==> src/rtl/scan_pkg.sv <==
// Shared types and default chain geometry for the scan-chain loader.
// The default chain is 15 memory bytes, one button bit, 7 LED bits and a 16-bit key.
package scan_pkg;

  localparam int BYTE_W            = 8;
  localparam int MEM_BITS          = 120;
  localparam int IO_BITS           = 8;
  localparam int KEY_BITS          = 16;
  localparam int CHAIN_LEN_DEFAULT = MEM_BITS + IO_BITS + KEY_BITS;

  typedef enum logic [1:0] {
    IDLE,
    LOAD,
    SHIFT,
    DONE
  } state_e;

endpackage

==> src/rtl/scan_chain_loader_if.sv <==
// Host-side byte streams of the loader: write bytes in, captured readback bytes out.
interface scan_chain_loader_if;

  logic                       in_valid;
  logic                       in_ready;
  logic [scan_pkg::BYTE_W-1:0] in_data;
  logic                       out_valid;
  logic [scan_pkg::BYTE_W-1:0] out_data;

  modport master (
    output in_valid,
    output in_data,
    input  in_ready,
    input  out_valid,
    input  out_data
  );

  modport slave (
    input  in_valid,
    input  in_data,
    output in_ready,
    output out_valid,
    output out_data
  );

endinterface

==> src/rtl/scan_byte_serdes.sv <==
// One-byte serialiser/deserialiser: shifts a loaded byte out LSB first while
// capturing the returning serial bits into the same bit positions.
module scan_byte_serdes
  import scan_pkg::*;
(
  input  logic              clk,
  input  logic              rst,
  input  logic              load,
  input  logic [BYTE_W-1:0] data,
  input  logic [3:0]        nshift,
  input  logic              shift,
  input  logic              ser_in,
  output logic              next_bit,
  output logic              last,
  output logic [BYTE_W-1:0] cap_next
);

  logic [BYTE_W-1:0] shreg_q, shreg_d;
  logic [BYTE_W-1:0] cap_q, cap_d;
  logic [2:0]        idx_q, idx_d;
  logic [3:0]        nshift_q, nshift_d;

  // NOTE: every _d gets its hold value first, so no path can leave it unassigned and infer a latch.
  always_comb begin
    shreg_d  = shreg_q;
    cap_d    = cap_q;
    idx_d    = idx_q;
    nshift_d = nshift_q;
    if (load) begin
      shreg_d  = data;
      cap_d    = '0;
      idx_d    = '0;
      nshift_d = nshift;
    end else if (shift) begin
      shreg_d      = shreg_q >> 1;
      cap_d[idx_q] = ser_in;
      idx_d        = idx_q + 3'd1;
    end
  end

  // Capture bits beyond nshift are never written, so they stay at the zero set on load.
  assign next_bit = shreg_d[0];
  assign last     = ({1'b0, idx_q} == (nshift_q - 4'd1));
  assign cap_next = cap_d;

  // NOTE: non-blocking assignments so every flop samples pre-edge values regardless of block order.
  always_ff @(posedge clk) begin
    if (rst) begin
      shreg_q  <= '0;
      cap_q    <= '0;
      idx_q    <= '0;
      nshift_q <= '0;
    end else begin
      shreg_q  <= shreg_d;
      cap_q    <= cap_d;
      idx_q    <= idx_d;
      nshift_q <= nshift_d;
    end
  end

endmodule

==> src/rtl/scan_chain_loader.sv <==
// Scan-chain loader: streams host bytes onto scan_in, returns the displaced chain
// bits as readback bytes, and holds the CPU halted while a load is in flight.
module scan_chain_loader
  import scan_pkg::*;
#(
  parameter int CHAIN_LEN = CHAIN_LEN_DEFAULT,
  parameter int CNT_WIDTH = 8
) (
  input  logic                clk,
  input  logic                rst,
  input  logic                start,
  input  logic                abort,
  scan_chain_loader_if.slave  host,
  output logic                scan_enable,
  output logic                scan_in,
  input  logic                scan_out,
  output logic                busy,
  output logic                cpu_halt,
  output logic                done
);

  localparam logic [CNT_WIDTH-1:0] LEN       = CNT_WIDTH'(CHAIN_LEN);
  localparam logic [CNT_WIDTH-1:0] ONE       = CNT_WIDTH'(1);
  localparam logic [CNT_WIDTH-1:0] BYTE_BITS = CNT_WIDTH'(BYTE_W);

  state_e               state_q, state_d;
  logic [CNT_WIDTH-1:0] bits_left_q, bits_left_d;
  logic                 scan_enable_q, scan_enable_d;
  logic                 scan_in_q, scan_in_d;
  logic                 out_valid_q, out_valid_d;
  logic [BYTE_W-1:0]    out_data_q, out_data_d;

  logic                 accept;
  logic                 shifting;
  logic [3:0]           nshift;
  logic                 ser_next;
  logic                 ser_last;
  logic [BYTE_W-1:0]    cap_next;

  // abort wins over a byte offered in the same cycle.
  assign accept   = (state_q == LOAD) && host.in_valid && !abort;
  assign shifting = (state_q == SHIFT);
  assign nshift   = (bits_left_q >= BYTE_BITS) ? 4'd8 : 4'(bits_left_q);

  scan_byte_serdes u_serdes (
    .clk      (clk),
    .rst      (rst),
    .load     (accept),
    .data     (host.in_data),
    .nshift   (nshift),
    .shift    (shifting),
    .ser_in   (scan_out),
    .next_bit (ser_next),
    .last     (ser_last),
    .cap_next (cap_next)
  );

  always_comb begin
    state_d     = state_q;
    bits_left_d = bits_left_q;
    out_valid_d = 1'b0;
    out_data_d  = out_data_q;
    unique case (state_q)
      IDLE: begin
        if (start) begin
          state_d     = LOAD;
          bits_left_d = LEN;
        end
      end
      LOAD: begin
        if (abort)              state_d = IDLE;
        else if (host.in_valid) state_d = SHIFT;
      end
      SHIFT: begin
        bits_left_d = bits_left_q - ONE;
        if (abort) begin
          state_d = IDLE;
        end else if (ser_last) begin
          out_valid_d = 1'b1;
          out_data_d  = cap_next;
          state_d     = (bits_left_q == ONE) ? DONE : LOAD;
        end
      end
      DONE: state_d = IDLE;
    endcase
    // scan_enable/scan_in are registered from the next state so they move together.
    scan_enable_d = (state_d == SHIFT);
    scan_in_d     = scan_enable_d & ser_next;
  end

  always_ff @(posedge clk) begin
    if (rst) begin
      state_q       <= IDLE;
      bits_left_q   <= '0;
      scan_enable_q <= 1'b0;
      scan_in_q     <= 1'b0;
      out_valid_q   <= 1'b0;
      out_data_q    <= '0;
    end else begin
      state_q       <= state_d;
      bits_left_q   <= bits_left_d;
      scan_enable_q <= scan_enable_d;
      scan_in_q     <= scan_in_d;
      out_valid_q   <= out_valid_d;
      out_data_q    <= out_data_d;
    end
  end

  assign host.in_ready  = (state_q == LOAD) && !abort;
  assign host.out_valid = out_valid_q;
  assign host.out_data  = out_data_q;
  assign scan_enable    = scan_enable_q;
  assign scan_in        = scan_in_q;
  assign busy           = (state_q == LOAD) || (state_q == SHIFT);
  assign cpu_halt       = busy;
  assign done           = (state_q == DONE);

endmodule

==> src/flat_wrapper.sv <==
// flat-port wrapper written by rule: the top's interface ports become plain ports
module scan_chain_loader_flat import scan_pkg::*;
#(
  parameter int CHAIN_LEN = CHAIN_LEN_DEFAULT,
  parameter int CNT_WIDTH = 8
)
  (clk, rst, start, abort, scan_enable, scan_in, scan_out, busy, cpu_halt, done, host_in_valid, host_in_data, host_in_ready, host_out_valid, host_out_data);
  scan_chain_loader_if host_i ();
  input  logic clk;
  input  logic rst;
  input  logic start;
  input  logic abort;
  output logic scan_enable;
  output logic scan_in;
  input  logic scan_out;
  output logic busy;
  output logic cpu_halt;
  output logic done;
  input wire logic [$bits(host_i.in_valid)-1:0] host_in_valid;
  input wire logic [$bits(host_i.in_data)-1:0] host_in_data;
  output wire logic [$bits(host_i.in_ready)-1:0] host_in_ready;
  output wire logic [$bits(host_i.out_valid)-1:0] host_out_valid;
  output wire logic [$bits(host_i.out_data)-1:0] host_out_data;
  assign host_i.in_valid = host_in_valid;
  assign host_i.in_data = host_in_data;
  assign host_in_ready = host_i.in_ready;
  assign host_out_valid = host_i.out_valid;
  assign host_out_data = host_i.out_data;
  scan_chain_loader #(.CHAIN_LEN(CHAIN_LEN), .CNT_WIDTH(CNT_WIDTH)) u_core (.clk(clk), .rst(rst), .start(start), .abort(abort), .host(host_i), .scan_enable(scan_enable), .scan_in(scan_in), .scan_out(scan_out), .busy(busy), .cpu_halt(cpu_halt), .done(done));
endmodule
==> config.mk <==
export PLATFORM = sky130hd
export DESIGN_NAME = scan_chain_loader_flat
export DESIGN_NICKNAME = d
export VERILOG_FILES = /design/src/rtl/scan_pkg.sv /design/src/rtl/scan_chain_loader_if.sv /design/src/rtl/scan_byte_serdes.sv /design/src/rtl/scan_chain_loader.sv /design/src/flat_wrapper.sv
export SDC_FILE = /design/constraint.sdc
export NUM_CORES = 1
export LEC_CHECK = 0
export ABC_AREA = 1
export BUFFER_PORTS_ARGS = -buffer_cell sky130_fd_sc_hd__buf_4
export CAP_MARGIN = 20
export CORE_ASPECT_RATIO = 0.75
export CORE_UTILIZATION = 60
export CTS_CLUSTER_DIAMETER = 40
export DETAILED_ROUTE_END_ITERATION = 7
export PLACE_DENSITY = 0.94
export SYNTH_ARGS = -nofsm -noshare
export SYNTH_HDL_FRONTEND = slang
export SYNTH_SLANG_ARGS = --single-unit
==> constraint.sdc <==
create_clock -name clk -period 4.5 [get_ports clk]
set_input_delay 0.9 -clock clk [delete_from_list [all_inputs] [get_ports clk]]
set_output_delay 0.9 -clock clk [all_outputs]
set_load 0.02 [all_outputs]
==> impl_results.md <==
* Total GRT Usage at between 20% and 30%
* Period utilisation layout at approximately 54%
* Worst setup EP type: flop
* Critical Path Sink: u_core.host.out_data[4]
* Net count, final at 337
* Chip height at between 50 and 60 um
* Worst Tran Pin Value at 624.0 ps
* Final min period at 2408 ps
* Max frequency at roughly 420 MHz
* Die ar. at just under 0.004 mm^2
* Chip Width at between 70 and 80 um
* ANT nets after route at 0
* GPL Wtd Cong at about 0.87
* Mapped Nets at 314
* R2r endpoint: u_core.host.out_data[4]
* Antenna diode count at 0
* CP max stage delay at between 500 and 600 ps
* Multiplexer share of the synthesized area at 0%
* Synth Instances at 291
* Reg2Reg Depth at 9
* H-tree levels at 2
* Final setup viols at 0
* PortBufs at 28
* Crit-path cells: inv_1 -> ha_1 -> inv_1 -> nor2_2 -> inv_1 -> nor3_1 -> nor3_1 -> nand2_1 -> a21oi_2
* Final Cell Area at approximately 0.0025 mm^2
* Initial antenna violation count at 0
* Synth Flop Type: dfxtp_1
* Outcome: complete, no violations
* Max_cap viols at 0
* Layout Skew at about 5.2 ps
* Startpoint Class: flop
* Crit path launch: u_core.state_q[0]
* Area leader, netlist: dfxtp_1
* Commonest cells after routing, fill and taps aside: nand2_1 (59), dfxtp_1 (44), inv_1 (31)
* Maximum VDD drop at roughly 0.23 mV
* YS warnings at 0
* Worst endpoint required time at ~4700 ps
* CP Class: reg2reg
* Slew Viols, Final at 0
* Top-area cell type share of the netlist area at approximately two fifths
* CP arrival at about 2600 ps
* CTS tree: done
* Synthesized area per cell at 7.486 um^2
* Slew margin rel. at approximately three fifths
* Largest net degree at the start of global routing at 29
* Leakage power at 1.052 nW
* Via count at slightly above 2000
* Hold buffer count at cts at 0
* Critical-path maximum fanout at 15
* Post-route setup TNS at 0 ps
* DP Area at ~0.0024 mm^2
* Post-CTS setup buffer count at 0
* Vias in the first global route at ~1800
* CP max-delay cell: ha_1
* Global-route wire length before repair at around 7600 um
* Pwr Density at 391.2 mW/mm^2
* Register area share after synthesis at between 40% and 50%
* Fraction of registers with async set/reset at 0%
* Clk Latency, worst-skew pair at roughly 300 ps
* Top cells by area in the synthesized netlist: dfxtp_1 (40%), nand2_1 (10%), nand3_1 (5.7%)
* Post-synthesis simple-gate area fraction at ~29%
* Max Buffers Root-to-Sink at 2
* Netlist cell types at 39
* Cells after DPL at 347
* Wire per inst at between 10 and 15 um
* Flops & latches, synth at 44
* Hpwl dp at roughly 3500 um
* Cell Count, Final, Fillers Out at ~360
* Commonest non-fill, non-tap cell in the layout: nand2_1
* Vias per cell at around 5.7
* R2r startpoint: u_core.state_q[0]
* Cell Area, Synth at approximately 0.0022 mm^2
* RSZ-0062 raised after global routing: false
* Most frequent CP cell: inv_1
* DRC violations left at 0
* Pre-antenna DRT Iters at 4
* Initial DRC Count at approximately 150
* Clk slew on worst S/H paths at 80 ps
* Grt ovf at 0
* CTS Sinks at 44
* Largest family of logic cells by synthesized area: simple AND/OR/NAND/NOR gates
* Final hold violations at 0
* Area Growth Syn to Fin at 14.07%
* Row Count at 18
* Layout cell share with drive strength beyond 1 at between 10% and 20%
* Number of CTS-inserted buffers at 5
* Min-delay worst type: reg2reg
* Post-synth EDFFs at 0
* R2R Setup Slk at approximately 2100 ps
* Compound-Gate Fraction of Synth Area at roughly 15%
* Drt total wl at between 4000 and 5000 um
* Io pins at 29
* Fraction of the mapped netlist area in adder cells at 5.169%
* Synth Area in XOR/XNOR at 1.206%
* Core area at roughly 0.0034 mm^2
* Post-CTS Resized at 0
* Root buf cell: clkbuf_8
* Starting Density at between 60% and 70%
==> sequential cells by signal (all words and copies together), names as in the netlist <==
register,cells
u_core.host.out_valid,1
u_core.bits_left_q,8
u_core.state_q,2
u_core.scan_enable,1
u_core.host.out_data,8
u_core.u_serdes.nshift_q,4
u_core.scan_in,1
u_core.u_serdes.cap_q,8
u_core.u_serdes.idx_q,3
u_core.u_serdes.shreg_q,8
==> layout make-up <==
class	count	area (um^2)
clock buffer	6	82.58
clock inverter	2	38.79
fill	255	893.4
inverter	36	140.1
multi-input combinational	199	1082
sequential	44	880.8
tap	40	50.05
timing repair buffer	28	210.2
==> synth_stat cells (2+ instances only) <==
| cell | instances |
|---|---|
| nand3_1 | 25 |
| nand2_1 | 59 |
| nor2_2 | 8 |
| o32ai_1 | 3 |
| clkinv_1 | 2 |
| inv_1 | 31 |
| nor3_1 | 5 |
| a211oi_2 | 2 |
| nor2_1 | 29 |
| buf_2 | 6 |
| o21ai_0 | 10 |
| xor2_1 | 2 |
| a21oi_1 | 17 |
| buf_1 | 2 |
| ha_1 | 9 |
| inv_2 | 2 |
| nor4_1 | 4 |
| a21oi_2 | 3 |
| a31oi_1 | 9 |
| dfxtp_1 | 44 |
==> worst max-delay path, delay by kind of cell, from the launching register on <==
family	cells	cell delay, ps
AOI/OAI and AO/OA	1	50
buffers and inverters	3	600
and+or+nand+nor	4	740
DFF	1	350
adders and majority gates	1	540
==> per-layer routing <==
metal | wire length, um | vias up | global-route usage (%)
met1 | 2132 | 923 | 32.80
met4 | 104 | 0 | 13.73
met3 | 337 | 12 | 4.682
met2 | 2366 | 80 | 43.17
met5 | 0 | - | 0
li1 | - | 997 | -
==> per-stage QoR <==
step	setup slack, ps	util (%)	hold WS [ps]	power, mW
finish	2092	73.56	490.4	0.9720
global route	1852	73.56	510.5	1.019
CTS	2140	73.56	493.0	0.9703
detailed placement	2031	69.96	477.2	0.6552
global placement	2134	69.96	468.9	0.6450
floorplan	2446	-	461.4	0.6040
==> worst min path at each step <==
| stage | from | to | slack (ps) | depth (start not counted) |
|---|---|---|---|---|
| global placement | u_core.host.out_data[6] | u_core.host.out_data[6] | 470 | 2 |
| floorplan | u_core.u_serdes.shreg_q[7] | u_core.u_serdes.shreg_q[7] | 460 | 2 |
| finish | u_core.host.out_data[1] | u_core.host.out_data[1] | 490 | 2 |
| CTS | u_core.host.out_data[1] | u_core.host.out_data[1] | 490 | 2 |
| global route | u_core.host.out_data[1] | u_core.host.out_data[1] | 510 | 2 |
| detailed placement | u_core.host.out_data[1] | u_core.host.out_data[1] | 480 | 2 |
==> report_power, final <==
group | internal [mW] | leakage, nW | switching [mW]
sequential | 0.416 | 0.357 | 0.0250
clock | 0.181 | 0.0614 | 0.136
combinational | 0.0768 | 0.634 | 0.137
==> cells by family after synthesis <==
group / after synthesis
XOR/XNOR: 3
flip-flops: 44
AND/OR/NAND/NOR: 137
buffers and inverters: 48
adder cells (fa/ha/maj): 9
AO/OA/AOI/OAI: 50
(Power assumes the default switching activity.)
